<file path="src/rtl/tube_scan_capture.sv">
// Tube bus readback: debounces each multiplexed digit, decodes 7-segment patterns, publishes full frames.
// Optional capture error counter (err_cnt) enabled by defining TUBE_CAP_ERRCNT_EN.

module tube_cap_digit (
  input  logic       clk,
  input  logic       rst_n,
  input  logic       wr,
  input  logic       clr,
  input  logic [3:0] code,
  output logic [3:0] shadow,
  output logic       seen
);
  // Write beats clear so a capture landing on the publish edge opens the next frame.
  always_ff @(posedge clk or negedge rst_n) begin
    if (!rst_n) begin
      shadow <= 4'hF;
      seen   <= 1'b0;
    end else begin
      if (clr) seen <= 1'b0;
      if (wr) begin
        shadow <= code;
        seen   <= 1'b1;
      end
    end
  end
endmodule

module tube_scan_capture #(
  parameter int NDIG   = 4,
  parameter int SETTLE = 3
) (
  input  logic              clk,
  input  logic              rst_n,
  input  logic [7:0]        seg_in,
  input  logic [NDIG-1:0]   dig_sel,
  output logic [4*NDIG-1:0] digits_out,
  output logic              frame_valid,
  output logic              pat_err,
`ifdef TUBE_CAP_ERRCNT_EN
  output logic              sel_err,
  output logic [7:0]        err_cnt
`else
  output logic              sel_err
`endif
);

  typedef enum logic [1:0] {S_IDLE, S_SETTLE, S_CAPTURE, S_HOLD} state_t;

  function automatic logic [3:0] seg_decode(input logic [7:0] s);
    logic [3:0] d;
    d = 4'hE;
    if (s[7]) begin
      case (s[6:0])
        7'h3F: d = 4'd0;
        7'h06: d = 4'd1;
        7'h5B: d = 4'd2;
        7'h4F: d = 4'd3;
        7'h66: d = 4'd4;
        7'h6D: d = 4'd5;
        7'h7D: d = 4'd6;
        7'h07: d = 4'd7;
        7'h7F: d = 4'd8;
        7'h6F: d = 4'd9;
        7'h00: d = 4'hF;
        default: d = 4'hE;
      endcase
    end
    return d;
  endfunction

  state_t                  state;
  logic [7:0]              snap_seg;
  logic [NDIG-1:0]         snap_sel;
  logic [3:0]              cnt;
  logic                    sel_ok, same_in, sel_chg, load, cap, settle_done, frame_go;
  logic [3:0]              cap_code;
  logic [NDIG-1:0]         wr_vec, seen;
  logic [NDIG-1:0][3:0]    shadow;

  assign sel_ok      = $onehot(dig_sel);
  assign sel_chg     = (dig_sel != snap_sel);
  assign same_in     = (seg_in == snap_seg) && !sel_chg;
  assign settle_done = ({1'b0, cnt} + 5'd1) >= 5'(SETTLE);
  assign cap         = (state == S_CAPTURE) && sel_ok;
  assign cap_code    = seg_decode(snap_seg);
  assign wr_vec      = cap ? snap_sel : '0;
  assign frame_go    = &seen;

  // A select change while capturing or holding starts the next digit on the same edge,
  // so a scan dwelling exactly SETTLE cycles per digit is still followed.
  always_comb begin
    load = 1'b0;
    if (sel_ok) begin
      case (state)
        S_IDLE:    load = 1'b1;
        S_SETTLE:  load = !same_in;
        S_CAPTURE: load = sel_chg;
        S_HOLD:    load = sel_chg;
        default:   load = 1'b0;
      endcase
    end
  end

  always_ff @(posedge clk or negedge rst_n) begin
    if (!rst_n) begin
      state    <= S_IDLE;
      snap_seg <= '0;
      snap_sel <= '0;
      cnt      <= '0;
      sel_err  <= 1'b0;
      pat_err  <= 1'b0;
    end else begin
      sel_err <= !sel_ok;
      if (cap && cap_code == 4'hE) pat_err <= 1'b1;
      if (!sel_ok) begin
        state <= S_IDLE;
      end else if (load) begin
        snap_seg <= seg_in;
        snap_sel <= dig_sel;
        cnt      <= 4'd1;
        state    <= (SETTLE == 1) ? S_CAPTURE : S_SETTLE;
      end else begin
        case (state)
          S_SETTLE: begin
            cnt <= cnt + 4'd1;
            if (settle_done) state <= S_CAPTURE;
          end
          S_CAPTURE: state <= S_HOLD;
          default: ;
        endcase
      end
    end
  end

  generate
    for (genvar i = 0; i < NDIG; i++) begin : g_dig
      tube_cap_digit u_dig (
        .clk    (clk),
        .rst_n  (rst_n),
        .wr     (wr_vec[i]),
        .clr    (frame_go),
        .code   (cap_code),
        .shadow (shadow[i]),
        .seen   (seen[i])
      );
    end
  endgenerate

  // Publish one edge after the last digit lands; shadow already holds it.
  always_ff @(posedge clk or negedge rst_n) begin
    if (!rst_n) begin
      digits_out  <= '1;
      frame_valid <= 1'b0;
    end else begin
      frame_valid <= frame_go;
      if (frame_go) digits_out <= shadow;
    end
  end

`ifdef TUBE_CAP_ERRCNT_EN
  always_ff @(posedge clk or negedge rst_n) begin
    if (!rst_n) err_cnt <= 8'h00;
    else if (cap && cap_code == 4'hE && err_cnt != 8'hFF) err_cnt <= err_cnt + 8'd1;
  end
`endif

endmodule
</file>
<file path="config.mk">
export PLATFORM = sky130hd
export DESIGN_NAME = tube_scan_capture
export DESIGN_NICKNAME = d
export VERILOG_FILES = /design/src/rtl/tube_scan_capture.sv
export SDC_FILE = /design/constraint.sdc
export NUM_CORES = 1
export LEC_CHECK = 0
export BUFFER_PORTS_ARGS = -buffer_cell sky130_fd_sc_hd__buf_2
export CAP_MARGIN = 20
export CORE_AREA = 5 5 83 85
export CTS_CLUSTER_SIZE = 20
export DETAILED_ROUTE_END_ITERATION = 6
export DIE_AREA = 0 0 88 90
export PLACE_DENSITY = 0.68
export SYNTH_ARGS = -nofsm -noshare
export SYNTH_HDL_FRONTEND = slang
export SYNTH_SLANG_ARGS = --single-unit
</file>
<file path="constraint.sdc">
create_clock -name clk -period 3.3 [get_ports clk]
set_input_delay 0.165 -clock clk [delete_from_list [all_inputs] [get_ports clk]]
set_output_delay 0.165 -clock clk [all_outputs]
set_load 0.005 [all_outputs]
</file>
# == After elaboration in Yosys (flattened, before gate mapping) ==
# Index checks and enable logic that the tools add are counted.
# totals
output_inout_bits,19
register_bits,57
elab_cells,75
input_bits,14
# op_classes
n_reduce_logical,18
n_lt_le_gt_ge,1
n_eq_ne,19
mux,16
add_sub_neg,5
# ops
op,count
"== test 7 bit, second input constant",7
one-hot mux 4 bit (11 select lines),1
two-way mux 4 bit,4
"== test 7 x 3 -> 1 bit, second input constant",2
nonzero test 2 bit,5
== test 8 bit,1
"== test 7 x 6 -> 1 bit, second input constant",1
logical NOT 7 bit,1
two-way mux 1 bit,6
two-way mux 2 bit,3
AND reduction 2 bit,3
"adder 4 x 1 -> 5 bit, second input constant",1
"greater-or-equal comparator 5 x 2 -> 1 bit, second input constant",1
adder 1 x 1 -> 2 bit,2
"adder 4 x 1 -> 4 bit, second input constant",1
"== test 2 bit, second input constant",2
"== test 4 bit, second input constant",1
"inequality test 4 x 1 -> 1 bit, second input constant",1
inequality test 4 bit,1
"inequality test 4 bit, second input constant",1
one-hot mux 2 bit (2 select lines),1
AND reduction 4 bit,1
adder 2 x 2 -> 3 bit,1
"== test 3 x 1 -> 1 bit, second input constant",1
6 further kinds,10

# == Depth between registers and ports, before layout ==
# Gate-level depths: netlist of run 1.
# logic_depth
depth_word,8
mapped_depth,10

# == Modules after synthesis ==
# Synthesis of run 1 repeated with hierarchy kept, for this count alone.
# hier_totals
cells_unflattened,258
area_unflattened_um2,2875.3
# modules_own_cells
module,area_per_inst_um2,cells_each,n_inst,seq_area_each_um2
tube_scan_capture,2124.5,214,1,945.9
tube_cap_digit,187.7,11,4,130.1

# == Worst setup path after synthesis of run 1 ==
# No wires, ideal clock.
# synth_timing
path_kind,input to register
startpoint,input port dig_sel[0]
endpoint,register snap_seg[0]
path_buffers,1
arrival_time_ns,2.347
cell_stages,10
path_slack_ns,0.828
setup_ns,0.125
path_cell_list,inv_1 fa_1 inv_1 ha_1 ha_1 nor3b_2 o31ai_4 nor2_4 buf_12 mux2_4
# synth_via
elab_chain_len,7
word_cells_on_any_way,10
cone_classes,add/sub (2); eq/ne (2); mux (2); reduce/logical (4)
# synth_rtl
item,line_no,text
"start, declared",35,"input logic [NDIG-1:0] dig_sel,"
branches (longest 6 deep; another with adder 2 x 2 -> 3 bit),-,
AND reduction 2 bit (no source line) *,-,
"end signal, assigned",118,snap_seg <= seg_in;
"end, declared",72,logic [7:0] snap_seg;
# Every way passes the cells marked *.
# A chain may end at the register's enable or synchronous reset.

# == Worst setup path after layout of run 1 ==
# layout_timing
startpoint,input port dig_sel[0]
endpoint,register snap_sel[1]
# layout_via
elab_chain_len,7
word_cells_on_any_way,10
cone_classes,add/sub (2); eq/ne (2); mux (2); reduce/logical (4)
# layout_rtl
item,line_no,text
branches (longest 6 deep; another with adder 2 x 2 -> 3 bit),-,
AND reduction 2 bit (no source line) *,-,
"end signal, assigned",119,snap_sel <= dig_sel;
"end, declared",73,logic [NDIG-1:0] snap_sel;
# Marked as above.

==> results.toml, run 1 <==
[floorplanning]
die_w_um = 88
die_area_um2 = 7920
die_h_um = 90
rows = 29
io_pins = 33
start_util = 0.4760
core_um2 = 6132

[drt]
vias_per_cell = 5.204
drt-wirelength-per-cell_um = 14.10
wirelength_mm = 5.599
vias = 2066
drt_drc_violations_left = 0
antenna_left = 0
drt_iter0_drc = 79
first_pass_iters = 4

[min_path]
hold_end = "snap_seg[5]"
min_path_cells = 2
hp-class = "in -> reg"
min_from = "seg_in[5]"

[critical_path]
crit_type = "in -> reg"
ff2ff_path_depth = 7
slowest_stage = "fa_1"
path_max_fanout = 12
r2r_setup_slack_ns = 1.05
slowest_delay_ns = 0.53
critPathArrivalTime_ns = 2.83
path_cells = "buf_2 > inv_1 > fa_1 > inv_1 > ha_1 > ha_1 > nor3b_2 > o31ai_4 > nor2_4 > mux2_1"
reg2reg_from = "state[0]"
worstPathRequired_ns = 3.52
r2r_end = "snap_sel[1]"
cp-start-kind = "input pin"
crit_path_end_kind = "register"

[clock_tree]
htree_levels = 3
cts_tree = "built"
clk_pin_slew_worst_paths_ns = 0.07
cts-buffers-inserted = 9
cts.sinks = 57
clk_latency_ns = 0.34
clockBufferDepth = 2
cts-root-buf = "clkbuf_8"

[synthesis]
ys_seq_area_frac = 0.5024
synth-main-ff-cell = "dfstp_2"
synth_area_leader_cell = "dfstp_2"
synthArstFlopShare = 1.000
syn_nets = 307
synth.avg_cell_area_um2 = 10.28
synthCells = 284
syn-cell-area_um2 = 2919
synth_most_common_cell = "nand2_1"
synthTopCellsByArea = "dfstp_2 29%, dfrtp_1 21%, nand2_1 9.4%"
synth_common_cells = "73 x nand2_1, 32 x dfstp_2, 25 x dfrtp_1, 12 x nor2_1"
yosysWarnings = 0
synth_top_cell_area_share = 0.2880
yosys_register_bits = 57
synth-edff-count = 0
synth.distinct_cells = 50

[power_and_ir_drop]
p_int_w = 0.001733
leakage_nw = 1.580
switchingPower_w = 0.0007493
seq_power_share = 0.415
power.density_nw_per_um2 = 730.5
switching_share = 0.3018
comb_power_share = 0.224
ir_worst_vdd_v = 0.0003369
p_clk_frac = 0.361

[timing]
fin_skew_ns = 0.009561
worst_pin_slew_ns = 0.5317
setup_violations = 0
period_share = 0.7914
relSlewSlack = 0.6456
setup_tns_ns = 0
fmaxAchievable_ghz = 0.3829
rsz0062_at_grt = "false"
hold_viol = 0
slew_violations = 0
period_needed_ns = 2.612

[global_routing]
grt_pass1_vias = 2068
overflow = 0
antenna_found_initial = 0
groute.usage.overall = 0.1587
grt_pass1_wl_mm = 9.853
grt_start_max_net_pins = 35

[placement]
place_inst = 380
port_buffers = 32
gp_congestion = 0.8067
dpl.hpwl_mm = 3.982

[status]
status = "complete, no violations"

[cells_and_area]
final_layout_size_suffix_gt1_frac = 0.3281
finalNonFillerCells = 397
fin_nets = 338
num_antenna_cells = 0
areaGrowthSynthToFinish_pct = 16.42
n_fill_cell = 551

[flow_run]
cap_violations = 0
==> through the flow <==
stage | utilization | total power, W | hold WS, ns | instance area (um^2) | worst slack (ns)
5_1_grt | 0.5542 | 0.002625 | 0.08860 | 3398 | 0.5137
4_1_cts | 0.5542 | 0.002506 | 0.07376 | 3398 | 0.6840
3_3_place_gp | 0.5074 | 0.001572 | 0.1621 | 3112 | 0.4242
2_1_floorplan | - | 0.001477 | -0.1306 | 2919 | 0.8283
6_report | 0.5542 | 0.002482 | 0.09151 | 3398 | 0.6883
3_5_place_dp | 0.5074 | 0.001595 | 0.1637 | 3112 | 0.3510
==> critical path: cells and delay by family <==
kind,cells,cell delay [ns]
adder cells (fa/ha/maj),3,0.98
AND/OR/NAND/NOR,2,0.91
multiplexers,1,0.37
buffers and inverters,3,0.21
AO/OA/AOI/OAI,1,0.21
==> how the worst max path moves through the flow <==
stage	start	end	slack, ns	cells past startpoint
floorplan	dig_sel[0]	snap_seg[0]	0.83	10
global placement	dig_sel[0]	snap_sel[0]	0.42	10
detailed placement	dig_sel[0]	snap_sel[1]	0.35	10
CTS	dig_sel[0]	snap_sel[1]	0.68	10
global route	dig_sel[0]	snap_sel[1]	0.51	10
finish	dig_sel[0]	snap_sel[1]	0.69	10
==> cell families (layout without fill, tap and decap cells) <==
kind of cell               Yosys count  count (layout)  share of synthesized area
AOI/OAI and AO/OA                   42              42                    0.09644
xor gates and xnor gates            14              14                    0.04458
adders and majority gates            9               9                    0.04115
buffers and inverters               27              63                    0.04243
DFF                                 57              57                     0.5024
muxes                               17              17                    0.07844
and+or+nand+nor                    118             118                     0.1946
==> cells in the final DEF, fill, tap and decap left out, types with 7 or more instances in the layout <==
cell type / Yosys / routed
a21oi_1: 7 / 7
a31oi_1: 8 / 8
buf_2: 5 / 32
clkbuf_8: 0 / 11
dfrtp_1: 25 / 25
dfstp_2: 32 / 32
ha_1: 8 / 8
inv_1: 11 / 11
mux2_4: 10 / 10
nand2_1: 73 / 73
nor2_1: 12 / 12
o21ai_1: 9 / 9
xnor2_1: 11 / 11
==> power groups by stage <==
stage	sequential (W)	combinational [W]	clock, W
finish	0.00103	0.000556	0.000896
global route	0.00106	0.000618	0.000946
CTS	0.00103	0.000562	0.000914
detailed placement	0.00104	0.000555	0
global placement	0.00103	0.000541	0
floorplan	0.000904	0.000573	0
==> per-layer routing <==
metal  vias up  share of wire  track usage
met4         0          0.015      0.07289
met1       994           0.47       0.2109
met5         -              0            0
met3         8          0.044      0.03748
met2        37           0.47       0.2425
li1       1027              -            -
==> final cells by class <==
cell class | instances | area [um^2] | share of cell area
clock buffers | 11 | 151.4 | 0.04455
clock inverters | 5 | 125.1 | 0.03682
inverters | 12 | 45.04 | 0.01325
multi-input cells | 200 | 1329 | 0.3910
flip-flops and latches | 57 | 1466 | 0.4315
well taps | 77 | 96.34 | 0.02835
repair buffers | 35 | 185.2 | 0.05449
==> state kept, by name, indices dropped and copies added, names as in the netlist <==
name                cells
cnt                     4
digits_out             16
frame_valid             1
g_dig.u_dig.seen        4
g_dig.u_dig.shadow     16
pat_err                 1
sel_err                 1
snap_seg                8
snap_sel                4
state                   2
==> repair_timing <==
action / 4_1_cts / 5_1_grt
resized for setup: 0 / 0
hold endpoints to repair: 8 / 0
setup buffers: 0 / 0
hold buffers: 1 / 0
Power figures use the tool's default switching activity.
==> inputs of run 2 (changes only) <==
==> constraint.sdc (replaced) <==
create_clock -name clk -period 2.45 [get_ports clk]
set_input_delay 0.1225 -clock clk [delete_from_list [all_inputs] [get_ports clk]]
set_output_delay 0.1225 -clock clk [all_outputs]
set_load 0.005 [all_outputs]
==> results.toml, run 2 (same netlist as run 1, synthesis figures left out) <==
[clock_tree]
clk_latency_ns = 0.34
clockBufferDepth = 2
htree_levels = 3
cts_tree = "built"
cts.sinks = 57
post_cts_buffers = 0
clk_pin_slew_worst_paths_ns = 0.06
cts-root-buf = "clkbuf_8"
cts-buffers-inserted = 9

[floorplanning]
die_w_um = 88
core_um2 = 6132
io_pins = 33
rows = 29
die_area_um2 = 7920
start_util = 0.4760
die_h_um = 90

[cells_and_area]
largest_registers = "digits_out: 16 flops, g_dig.u_dig.shadow: 16 flops, snap_seg: 8 flops"
num_antenna_cells = 0
postLayoutCellArea_um2 = 3397
final_cell_mix = "73 x nand2_1, 32 x dfstp_2, 32 x buf_2"
final_common_cell = "nand2_1"
fin_nets = 351
final_layout_size_suffix_gt1_frac = 0.3483
areaGrowthSynthToFinish_pct = 16.37

[min_path]
hp-class = "in -> reg"
min_from = "seg_in[1]"

[global_routing]
grt_pass1_wl_mm = 9.418
antenna_found_initial = 0
grt_start_max_net_pins = 58
groute.usage.overall = 0.1501
overflow = 0
grt_pass1_vias = 2055

[placement]
port_buffers = 32
dpl.hpwl_mm = 3.870
gp_congestion = 0.8148
place_area_um2 = 3222

[critical_path]
crit_type = "in -> reg"
r2r_setup_slack_ns = 0.45
reg2reg_from = "snap_seg[4]"
worstPathRequired_ns = 2.71
startpoint = "dig_sel[0]"
cp-start-kind = "input pin"
critPathArrivalTime_ns = 2.44
crit_path_end_kind = "register"
path_max_fanout = 5

[timing]
period_share = 0.8888
fin_skew_ns = 0.01022
relSlewSlack = 0.5322
setup_violations = 0
fmaxAchievable_ghz = 0.4592
slew_violations = 0
hold_viol = 0
rsz0062_at_grt = "false"
worst_pin_slew_ns = 0.7017
period_needed_ns = 2.178

[power_and_ir_drop]
leakage_nw = 1.600
p_int_w = 0.001925
seq_power_share = 0.474
ir_worst_vdd_v = 0.0006433
p_clk_frac = 0.256
switchingPower_w = 0.0009927
comb_power_share = 0.269
switching_share = 0.3402
total_power_w = 0.002918
power.density_nw_per_um2 = 859.0

[drt]
antenna_left = 0
drt_drc_violations_left = 0
drt_iter0_drc = 67
drt-wirelength-per-cell_um = 13.21
wirelength_mm = 5.418
first_pass_iters = 4
vias = 2089
vias_per_cell = 5.095

[flow_run]
cap_violations = 0

[status]
status = "complete, no violations"
[run 2: cell count changes in the layout (fill, tap and decap cells not counted)]
cell / before / now
bufinv_16: 4 / 0
buf_4: 2 / 14
buf_12: 0 / 1
clkinv_2: 1 / 4
clkbuf_8: 11 / 10
clkbuf_1: 0 / 2
[run 2: worst max-delay path, stage by stage]
cell and delay, ns:
buf_2 0.09, inv_1 0.05, fa_1 0.54, inv_1 0.04, ha_1 0.17, ha_1 0.28, nor3b_2 0.17, buf_4 0.16
nand3b_1 0.07, or4_4 0.46, o21bai_1 0.16, o2bb2ai_1 0.13
[run 2: path summary, 6_finish.rpt]
check                                 to  cells after the start
hold reg to reg            digits_out[7]                      2
setup / recovery                  cnt[2]                     12
max in group asynchronous         cnt[2]                      3
setup reg to reg             snap_sel[0]                      6
hold / removal               snap_seg[1]                      2
min in group asynchronous    frame_valid                      3
[run 2: timing repair]
item,in CTS,in global routing
hold buffers,1,0
endpoints found under the hold margin,25,0
resized for setup,0,0
[run 2: layer usage]
| layer | track usage | part of all wire | routed length [um] | up-vias |
|---|---|---|---|---|
| met4 | 0.06905 | 0.016 | 87 | 0 |
| li1 | - | - | - | 1056 |
| met1 | 0.1999 | 0.48 | 2575 | 986 |
| met5 | 0 | 0 | 0 | - |
| met3 | 0.03656 | 0.047 | 255 | 11 |
| met2 | 0.2280 | 0.46 | 2501 | 36 |
[run 2: area by class of cell]
type	count	area, um^2
fill	557	2735
sequential	57	1466
multi-input combinational	200	1329
timing repair buffer	48	295.3
clock buffer	12	145.1
tap	77	96.34
inverter	12	45.04
clock inverter	4	20.02
[run 2: power by group through the flow]
stage                     combinational (W)  clock (W)  sequential [W]
after floorplan                    0.000772          0         0.00122
after detailed placement           0.000786          0         0.00139
final                              0.000786   0.000748         0.00138
after CTS                          0.000793   0.000762         0.00138
after global routing               0.000871   0.000816         0.00141
after global placement             0.000770          0         0.00138
[run 2: per-stage QoR]
stage / setup TNS [ns] / cells / worst slack, ns / hold slack [ns] / util
final: 0 / 410 / 0.2724 / 0.04170 / 0.5540
after floorplan: 0 / 284 / 0.02076 / -0.1731 / -
after detailed placement: -0.08163 / 393 / -0.05244 / 0.3012 / 0.5254
after CTS: 0 / 410 / 0.2620 / 0.03116 / 0.5540
after global routing: 0 / 410 / 0.1486 / 0.03930 / 0.5540
after global placement: -0.006831 / 393 / -0.006831 / 0.2930 / 0.5254
